===== config.mk =====
export PLATFORM = sky130hd
export DESIGN_NAME = lcd_pattern_gen
export DESIGN_NICKNAME = d
export VERILOG_FILES = /design/src/rtl/lcd_pattern_gen.sv
export SDC_FILE = /design/constraint.sdc
export NUM_CORES = 1
export LEC_CHECK = 0
export ABC_AREA = 1
export CAP_MARGIN = 40
export CORE_ASPECT_RATIO = 0.5
export CORE_MARGIN = 2
export CORE_UTILIZATION = 57
export DETAILED_ROUTE_END_ITERATION = 16
export PLACE_DENSITY = 0.8
export SETUP_SLACK_MARGIN = 0.2
export SLEW_MARGIN = 30
export SYNTH_ARGS = -nofsm -noshare
export SYNTH_HDL_FRONTEND = slang
export SYNTH_SLANG_ARGS = --single-unit

===== constraint.sdc =====
create_clock -name clk -period 2.95 [get_ports clk]
set_clock_uncertainty 0.2 [all_clocks]
set_input_delay 0.885 -clock clk [delete_from_list [all_inputs] [get_ports clk]]
set_output_delay 0.885 -clock clk [all_outputs]
set_load 0.05 [all_outputs]

===== src/rtl/lcd_pattern_gen.sv =====
// rtl/lcd_pattern_gen.sv - raster timing and selectable test-pattern generator for LCD bring-up
module lcd_pattern_gen #(
    parameter int H_ACTIVE   = 800,
    parameter int H_FP       = 40,
    parameter int H_SYNC     = 128,
    parameter int H_BP       = 88,
    parameter int V_ACTIVE   = 480,
    parameter int V_FP       = 1,
    parameter int V_SYNC     = 3,
    parameter int V_BP       = 21,
    parameter int COLOR_BITS = 8,
    parameter bit SYNC_POL   = 1'b0
) (
    input  logic                  clk,
    input  logic                  rst_n,
    input  logic [2:0]            mode,
    input  logic                  pat_en,
    output logic                  lcd_hs,
    output logic                  lcd_vs,
    output logic                  lcd_de,
    output logic [COLOR_BITS-1:0] lcd_r,
    output logic [COLOR_BITS-1:0] lcd_g,
    output logic [COLOR_BITS-1:0] lcd_b,
    output logic [11:0]           active_x,
    output logic [11:0]           active_y,
    output logic                  frame_start
);

    localparam int H_TOTAL = H_ACTIVE + H_FP + H_SYNC + H_BP;
    localparam int V_TOTAL = V_ACTIVE + V_FP + V_SYNC + V_BP;
    localparam int N       = 3 * COLOR_BITS;
    localparam int BAR_W   = H_ACTIVE / 8;
    // The ramp advances by 2^COLOR_BITS / H_ACTIVE per pixel, split into
    // an integer step and a remainder that is carried in an accumulator.
    localparam int RAMP_Q  = (1 << COLOR_BITS) / H_ACTIVE;
    localparam int RAMP_R  = (1 << COLOR_BITS) % H_ACTIVE;

    localparam logic [11:0] H_ACT_C  = 12'(H_ACTIVE);
    localparam logic [11:0] V_ACT_C  = 12'(V_ACTIVE);
    localparam logic [11:0] H_LAST   = 12'(H_TOTAL - 1);
    localparam logic [11:0] V_LAST   = 12'(V_TOTAL - 1);
    localparam logic [11:0] HS_BEG   = 12'(H_ACTIVE + H_FP);
    localparam logic [11:0] HS_END   = 12'(H_ACTIVE + H_FP + H_SYNC);
    localparam logic [11:0] VS_BEG   = 12'(V_ACTIVE + V_FP);
    localparam logic [11:0] VS_END   = 12'(V_ACTIVE + V_FP + V_SYNC);
    localparam logic [N-1:0] BW_TOP  = {1'b1, {(N-1){1'b0}}};
    localparam logic [COLOR_BITS-1:0] ONES = {COLOR_BITS{1'b1}};

    logic [11:0]           h_cnt;
    logic [11:0]           v_cnt;
    logic [2:0]            mode_q;
    logic [7:0]            frame_cnt;
    logic [11:0]           ramp_lvl;
    logic [11:0]           ramp_acc;

    logic                  h_wrap;
    logic                  v_wrap;
    logic                  de_c;
    logic                  hs_c;
    logic                  vs_c;
    logic [4:0]            bw_idx;
    logic [N-1:0]          bw_vec;
    logic [2:0]            bar_idx;
    logic [2:0]            bar_rgb;
    logic [12:0]           acc_sum;
    logic [11:0]           acc_nxt;
    logic [11:0]           lvl_nxt;
    logic [12:0]           xs;
    logic                  checker_white;
    logic                  hatch_white;
    logic [COLOR_BITS-1:0] pix_r;
    logic [COLOR_BITS-1:0] pix_g;
    logic [COLOR_BITS-1:0] pix_b;
    logic                  unused_bits;

    assign h_wrap = (h_cnt == H_LAST);
    assign v_wrap = (v_cnt == V_LAST);
    assign de_c   = (h_cnt < H_ACT_C) && (v_cnt < V_ACT_C);
    assign hs_c   = (h_cnt >= HS_BEG) && (h_cnt < HS_END);
    assign vs_c   = (v_cnt >= VS_BEG) && (v_cnt < VS_END);

    // Raster counters; v_cnt steps when the line wraps
    always_ff @(posedge clk or negedge rst_n) begin
        if (!rst_n) begin
            h_cnt <= '0;
            v_cnt <= '0;
        end else if (h_wrap) begin
            h_cnt <= '0;
            v_cnt <= v_wrap ? 12'd0 : v_cnt + 12'd1;
        end else begin
            h_cnt <= h_cnt + 12'd1;
        end
    end

    // Mode and frame counter update only at the frame boundary so a frame is never mixed
    always_ff @(posedge clk or negedge rst_n) begin
        if (!rst_n) begin
            mode_q    <= '0;
            frame_cnt <= '0;
        end else if (h_wrap && v_wrap) begin
            mode_q    <= mode;
            frame_cnt <= frame_cnt + 8'd1;
        end
    end

    // Next ramp step: add the fractional remainder, carry one level when it overflows
    always_comb begin
        acc_sum = {1'b0, ramp_acc} + 13'(RAMP_R);
        acc_nxt = acc_sum[11:0];
        lvl_nxt = ramp_lvl + 12'(RAMP_Q);
        if (acc_sum >= 13'(H_ACTIVE)) begin
            acc_nxt = 12'(acc_sum - 13'(H_ACTIVE));
            lvl_nxt = ramp_lvl + 12'(RAMP_Q) + 12'd1;
        end
    end

    // Ramp level tracks floor(h_cnt * 2^COLOR_BITS / H_ACTIVE), restarting every line
    always_ff @(posedge clk or negedge rst_n) begin
        if (!rst_n) begin
            ramp_lvl <= '0;
            ramp_acc <= '0;
        end else if (h_wrap) begin
            ramp_lvl <= '0;
            ramp_acc <= '0;
        end else if (h_cnt < H_ACT_C) begin
            ramp_lvl <= lvl_nxt;
            ramp_acc <= acc_nxt;
        end
    end

    // Bar indices from elaboration-time boundary constants
    always_comb begin
        bw_idx  = '0;
        bar_idx = '0;
        for (int i = 1; i < N; i++) begin
            if (h_cnt >= 12'((i * H_ACTIVE) / N)) bw_idx = 5'(i);
        end
        for (int k = 1; k < 8; k++) begin
            if (h_cnt >= 12'(k * BAR_W)) bar_idx = 3'(k);
        end
    end

    // Colour-bar order: white, yellow, cyan, green, magenta, red, blue, black
    always_comb begin
        bar_rgb = 3'b000;
        case (bar_idx)
            3'd0:    bar_rgb = 3'b111;
            3'd1:    bar_rgb = 3'b110;
            3'd2:    bar_rgb = 3'b011;
            3'd3:    bar_rgb = 3'b010;
            3'd4:    bar_rgb = 3'b101;
            3'd5:    bar_rgb = 3'b100;
            3'd6:    bar_rgb = 3'b001;
            default: bar_rgb = 3'b000;
        endcase
    end

    assign bw_vec        = BW_TOP >> bw_idx;
    assign xs            = 13'(h_cnt) + 13'(frame_cnt);
    assign checker_white = xs[5] ^ v_cnt[5];
    assign hatch_white   = (h_cnt[5:0] == 6'd0) || (v_cnt[5:0] == 6'd0) ||
                           (h_cnt == H_ACT_C - 12'd1) || (v_cnt == V_ACT_C - 12'd1);
    assign unused_bits   = ^{xs[12:6], xs[4:0], ramp_lvl[11:COLOR_BITS]};

    // Pattern selection for the pixel addressed by the current counters
    always_comb begin
        pix_r = '0;
        pix_g = '0;
        pix_b = '0;
        case (mode_q)
            3'd0: {pix_r, pix_g, pix_b} = bw_vec;
            3'd1: begin
                pix_r = bar_rgb[2] ? ONES : '0;
                pix_g = bar_rgb[1] ? ONES : '0;
                pix_b = bar_rgb[0] ? ONES : '0;
            end
            3'd2: begin
                pix_r = ramp_lvl[COLOR_BITS-1:0];
                pix_g = ramp_lvl[COLOR_BITS-1:0];
                pix_b = ramp_lvl[COLOR_BITS-1:0];
            end
            3'd3: begin
                pix_r = checker_white ? ONES : '0;
                pix_g = checker_white ? ONES : '0;
                pix_b = checker_white ? ONES : '0;
            end
            3'd4: begin
                pix_r = hatch_white ? ONES : '0;
                pix_g = hatch_white ? ONES : '0;
                pix_b = hatch_white ? ONES : '0;
            end
            default: begin
                pix_r = '0;
                pix_g = '0;
                pix_b = '0;
            end
        endcase
    end

    // Output register: every pin is one clock behind the counter state that produced it
    always_ff @(posedge clk or negedge rst_n) begin
        if (!rst_n) begin
            lcd_hs      <= ~SYNC_POL;
            lcd_vs      <= ~SYNC_POL;
            lcd_de      <= 1'b0;
            lcd_r       <= '0;
            lcd_g       <= '0;
            lcd_b       <= '0;
            active_x    <= '0;
            active_y    <= '0;
            frame_start <= 1'b0;
        end else begin
            lcd_hs      <= hs_c ? SYNC_POL : ~SYNC_POL;
            lcd_vs      <= vs_c ? SYNC_POL : ~SYNC_POL;
            lcd_de      <= de_c;
            lcd_r       <= (de_c && pat_en) ? pix_r : '0;
            lcd_g       <= (de_c && pat_en) ? pix_g : '0;
            lcd_b       <= (de_c && pat_en) ? pix_b : '0;
            active_x    <= de_c ? h_cnt : 12'd0;
            active_y    <= de_c ? v_cnt : 12'd0;
            frame_start <= (h_cnt == 12'd0) && (v_cnt == 12'd0);
        end
    end

endmodule


==> reports/metrics.yaml, run 1 <==
status: "complete, but fails checks"
violations: "negative setup slack"
power.density_mw_per_mm2: 405
synth_area_per_cell_um2: 8.14
fin_tns_setup_ns: -0.0665
swShare: 0.233
start_util: 0.588
ir_worst_vdd_v: 0.000264
yosysTopAreaCellShare: 0.441
num_antenna_cells: 0
insertion_delay_ns: 0.35
internal-power_w: 0.00229
clock.fmax_mhz: 334
ios: 58
multi_input_area_mm2: 0.00283
clockBufferDepth: 2
finalNonFillerCells: 948
drv_slew: 0
fillers: 615
endpoint_kind: "register"
wirelength_mm: 16.3
cts_root_buffer: "clkbuf_16"
placed_cells: 903
hpwl_mm: 10.8
p_comb_frac: 0.078
post-route-period-util: 1.02
drt-initial-drc-count: 706
numCtsBuffers: 9
htree_levels: 3
ys.flop_type: "dfrtp_1"
syn-cell-area_mm2: 0.00556
portBuffers: 57
yosysMostFrequentCell: "nor2_1"
final.setup.worst_slack_ns: -0.0484
maxCapViolCount: 0
clk_pin_slew_worst_paths_ns: 0.07
p_sw_w: 0.000697
drtPass1Iterations: 6
die_h_um: 73.8
area_growth_pct: 32.9
grt_overflow: 0
cp.arrival_ns: 3.04
globalRoute.busiestLayer: "met2"
power_frac_clock: 0.454
antenna_found_initial: 0
layout-drive-gt1-share: 0.235
setup_violations: 3
critical_path_class: "register to register"
cp.required_ns: 2.99
start_kind: "register"
ys_warn_count: 0
synthDistinctLibCells: 49
hold_viol: 0
seqPwrFrac: 0.468
vias: 5400
final_antenna_net_count: 0
grtUsageMet1: 0.408
grt_max_degree: 45
cts_sinks: 100
coreArea_mm2: 0.00945
place_congestion: 1.00
p_leak_nw: 3.53
critPathMaxFanout: 6
route.detailed.drc: 0
hold_path_class: "register to register"
wl_per_cell_um: 17.2
p_total_w: 0.00299
std_cell_rows: 25
layout.nets: 830
synth_seq_cells: 100
slew-limit-headroom: 0.434
register_area_mm2: 0.00251
viasPerCell: 5.70
grtUsageMet3: 0.0750
async_flop_share: 1.00
grt_usage: 0.297
yosysTopAreaCell: "dfrtp_1"
grt_pass1_wl_mm: 24.3
use_met2: 0.480
holdWs_ns: 0.275
cts_tree: "done"
ys_top_cells_by_count: "109 x nor2_1, 98 x dfrtp_1, 96 x nand2_1"
fp.dieArea_mm2: 0.0106
grt_pass1_vias: 4892
worst_slew_pin_slew_ns: 0.846
fp.dieW_um: 144
netlist_top_cells_area: "dfrtp_1 44%, nor2_1 7.4%, nand2_1 6.5%"
final_util: 0.782
period_needed_ns: 3.00
postSynthCellCount: 683
synth_edf_count: 0
synth_seq_area_share: 0.451
rsz0062_at_grt: "true"
## cell type report
class,instances,area share
multi-input cells,464,0.383
flip-flops and latches,100,0.340
repair buffers,123,0.150
inverters,110,0.0591
clock buffers,10,0.0310
well taps,135,0.0229
clock inverters,6,0.0151
## kinds of logic (layout without fill, tap and decap cells)
logic type,Yosys count,after routing,synth area share
AOI/OAI and AO/OA,101,101,0.107
xor gates and xnor gates,21,21,0.0331
adders and majority gates,16,16,0.0360
buffers and inverters,123,249,0.0934
DFF,100,100,0.451
other,1,5,0.000675
and+or+nand+nor,321,321,0.279
## worst paths after layout
| check | start | to | slack (ns) | cells after the start |
|---|---|---|---|---|
| worst max-delay path | h_cnt[0] | v_cnt[11] | -0.05 | 17 |
| worst max register to register | h_cnt[0] | v_cnt[11] | -0.05 | 17 |
| min in group asynchronous | rst_n | active_x[0] | 0.32 | 1 |
| worst min-delay path | ramp_lvl[7] | ramp_lvl[7] | 0.28 | 1 |
| worst min register to register | ramp_lvl[7] | ramp_lvl[7] | 0.28 | 1 |
| max in group asynchronous | rst_n | lcd_vs | 1.50 | 2 |
## flip-flops by register name, indices dropped and copies added, names as in the netlist, 6 cells and up
register and cells:
active_x 12, active_y 12, frame_cnt 6, h_cnt 12, lcd_b 8, lcd_g 8, lcd_r 8, ramp_acc 7
ramp_lvl 8, v_cnt 12
## cell usage in the layout (no fill, tap or decap), drive strengths merged, types with 23 or more instances in the layout
| master | count |
|---|---|
| buf | 67 |
| clkdlybuf4s50 | 54 |
| inv | 107 |
| nor2 | 121 |
| nand2 | 111 |
| dfrtp | 98 |
| nand3 | 33 |
| o21ai | 27 |
| nor3 | 23 |
| a21oi | 40 |
| nand4 | 23 |
## through the flow
step | setup slack, ns | instance area, um2
floorplan | 0.221 | 5570
global placement | 0.0928 | 6510
detailed placement | -0.0467 | 6510
CTS | 0.0913 | 7050
global route | -0.256 | 7390
finish | -0.0484 | 7390
## power by group through the flow
stage	clock [W]	combinational [W]	sequential (W)
finish	0.00136	0.000232	0.00140
global route	0.00142	0.000251	0.00140
CTS	0.00136	0.000230	0.00140
detailed placement	0	0.000228	0.00143
global placement	0	0.000226	0.00143
floorplan	0	0.0000494	0.00150
## layer usage
layer | part of all wire | wire, um | up-vias
li1 | - | - | 2472
met1 | 0.43 | 6970 | 2557
met2 | 0.46 | 7450 | 324
met3 | 0.095 | 1550 | 47
met4 | 0.020 | 327 | 0
met5 | 0 | 0 | -
## critical path, cell delays in order (launching register included)
cell and delay [ns]:
dfrtp_2 0.43, buf_4 0.13, buf_6 0.09, ha_2 0.19, nand2_1 0.10, nor2_2 0.13
inv_1 0.08, nor2_2 0.13, inv_2 0.07, nor4_4 0.27, inv_2 0.11, buf_12 0.16
nor4_4 0.23, inv_1 0.13, nor2_4 0.13, nand4_1 0.12, o21bai_1 0.14, a21oi_1 0.05
## repair_timing
action	CTS	global route
setup endpoints to repair	32	44
hold buffers	0	0
setup buffers	13	16
pin swaps	13	26
resized for setup	30	54
Power figures use the tool's default switching activity.
==> run 2: changes to the inputs <==
--- a/constraint.sdc
+++ b/constraint.sdc
@@ -4,2 +4,2 @@
 set_output_delay 0.885 -clock clk [all_outputs]
-set_load 0.05 [all_outputs]
+set_load 0.02 [all_outputs]
==> reports/metrics.yaml, run 2 (synthesis gave the netlist of run 1 again) <==
wirelength_met1_mm: 6.99  # was 6.97 mm
cts-hold-fix-buffers: 0  # unchanged
p_sw_w: 0.000648  # was 0.000697 W
final.setup.worst_slack_ns: -0.0436  # was -0.0484 ns
worst_slew_pin_slew_ns: 0.846  # about the same
critical_path_class: "register to register"  # unchanged
viasPerCell: 5.69  # was 5.70
grt_max_degree: 45  # unchanged
grt_pass1_vias: 4892  # unchanged
slew-limit-headroom: 0.433  # was 0.434
ff2ff_path_depth: 17  # unchanged
hold_path_class: "register to register"  # unchanged
fin_tns_setup_ns: -0.0591  # was -0.0665 ns
start_kind: "register"  # unchanged
hold_viol: 0  # unchanged
layout.nets: 830  # unchanged
status: "complete, but fails checks"  # unchanged
met3WireLength_mm: 1.53  # was 1.55 mm
finalNonFillerCells: 948  # unchanged
register_area_mm2: 0.00251  # unchanged
setup_violations: 2  # was 3
cts_root_buffer: "clkbuf_16"  # unchanged
power.density_mw_per_mm2: 398  # was 405 mW/mm2
drtPass1Iterations: 7  # was 6
final_cell_mix: "98 x nor2_1, 93 x dfrtp_1, 91 x nand2_1"  # unchanged
pre_cts_ws_ns: -0.0467  # unchanged
std_cell_rows: 25  # unchanged
num_antenna_cells: 0  # unchanged
period_needed_ns: 2.99  # was 3.00 ns
worst_path_max_delay_cell: "dfrtp_2"  # unchanged
grt_overflow: 0  # unchanged
cpPeakStageDelay_ns: 0.43  # about the same
placed_cells: 903  # unchanged
crit_chain: "buf_4 > buf_6 > ha_2 > nand2_1 > nor2_2 > inv_1 > nor2_2 > inv_2 > nor4_4 > inv_2 > buf_12 > nor4_4 > inv_1 > nor2_4 > nand4_1 > o21bai_1 > a21oi_1"  # unchanged
numCtsBuffers: 9  # unchanged
cp.arrival_ns: 3.03  # was 3.04 ns
ir_worst_vdd_v: 0.000264  # about the same
area_growth_pct: 32.9  # about the same
cts_tree: "done"  # unchanged
route.detailed.drc: 0  # unchanged
wl_per_cell_um: 17.2  # about the same
endpoint_kind: "register"  # unchanged
critPathMaxFanout: 6  # unchanged
p_comb_frac: 0.062  # was 0.078
seqPwrFrac: 0.476  # was 0.468
clockBufferDepth: 2  # unchanged
place_congestion: 1.00  # unchanged
p_total_w: 0.00294  # was 0.00299 W
holdWs_ns: 0.272  # was 0.275 ns
fp.dieW_um: 144  # unchanged
maxCapViolCount: 0  # unchanged
layout-drive-gt1-share: 0.235  # unchanged
coreArea_mm2: 0.00945  # unchanged
post-route-period-util: 1.01  # was 1.02
start_util: 0.588  # unchanged
htree_levels: 3  # unchanged
clock.fmax_mhz: 334  # about the same
insertion_delay_ns: 0.35  # about the same
drv_slew: 0  # unchanged
vias: 5397  # was 5400
fillers: 615  # unchanged
hold_depth: 1  # unchanged
violations: "negative setup slack"  # unchanged
wirelength_mm: 16.3  # about the same
top_layer: "met4"  # unchanged
ios: 58  # unchanged
wl_met2_mm: 7.48  # was 7.45 mm
portBuffers: 57  # unchanged
internal-power_w: 0.00229  # about the same
swShare: 0.220  # was 0.233
fp.dieArea_mm2: 0.0106  # unchanged
antenna_found_initial: 0  # unchanged
cts_sinks: 100  # unchanged
cp.required_ns: 2.99  # about the same
grt_pass1_wl_mm: 24.3  # unchanged
clk_pin_slew_worst_paths_ns: 0.07  # about the same
p_leak_nw: 3.53  # about the same
multi_input_area_mm2: 0.00283  # unchanged
hpwl_mm: 10.8  # unchanged
power_frac_clock: 0.462  # was 0.454
final_antenna_net_count: 0  # unchanged
rsz0062_at_grt: "true"  # unchanged
grt_usage: 0.297  # unchanged
drt-initial-drc-count: 706  # unchanged
die_h_um: 73.8  # unchanged
final_common_cell: "nor2_1"  # unchanged
-- run 2: changes by cell type in the layout (fill, tap and decap cells not counted) --
cell and delta:
dlymetal6s2s_1 -1, dlygate4sd2_1 -1, clkdlybuf4s50_1 +2
-- run 2: metal layers --
metal / GRT usage / vias to the layer above
li1: - / 2467
met1: 0.408 / 2559
met2: 0.480 / 323
met3: 0.0750 / 48
met4: 0.0741 / 0
met5: 0 / -
-- run 2: worst max-delay path, delay by kind of cell (launching register included) --
kind | cells | cell delay, ns
adders and majority gates | 1 | 0.19
DFF | 1 | 0.43
and+or+nand+nor | 7 | 1.10
AOI/OAI and AO/OA | 2 | 0.19
buffers and inverters | 7 | 0.77
-- run 2: power groups by stage --
stage                     logic (W)  registers (W)  clock network [W]
after floorplan           0.0000494        0.00146                  0
after global placement     0.000177        0.00143                  0
after detailed placement   0.000179        0.00143                  0
after CTS                  0.000181        0.00140            0.00136
after global routing       0.000202        0.00140            0.00142
final                      0.000182        0.00140            0.00136
-- run 2: path summary, 6_finish.rpt --
| check | start | end | slack, ns |
|---|---|---|---|
| max | h_cnt[0] | v_cnt[11] | -0.04 |
| min | ramp_lvl[7] | ramp_lvl[7] | 0.27 |
| max reg2reg | h_cnt[0] | v_cnt[11] | -0.04 |
| min reg2reg | ramp_lvl[7] | ramp_lvl[7] | 0.27 |
| max in group asynchronous | rst_n | lcd_vs | 1.50 |
| min in group asynchronous | rst_n | active_x[0] | 0.32 |
-- run 2: repair_timing --
item / 4_1_cts / 5_1_grt
setup endpoints to repair: 31 / 43
pin swaps: 13 / 26
endpoints found under the hold margin: 0 / 0
resized for setup: 29 / 53
setup buffers: 13 / 16
-- run 2: per-stage QoR --
step / utilization / instance area (um2)
2_1_floorplan: - / 5570
3_3_place_gp: 0.689 / 6510
3_5_place_dp: 0.689 / 6510
4_1_cts: 0.747 / 7050
5_1_grt: 0.782 / 7390
6_report: 0.782 / 7390
-- run 2: layout make-up --
cell class,count,area share
Tap cell,135,0.0229
Timing Repair Buffer,123,0.149
Inverter,110,0.0591
Sequential cell,100,0.340
Multi-Input combinational cell,464,0.383
Clock inverter,6,0.0151
Clock buffer,10,0.0310
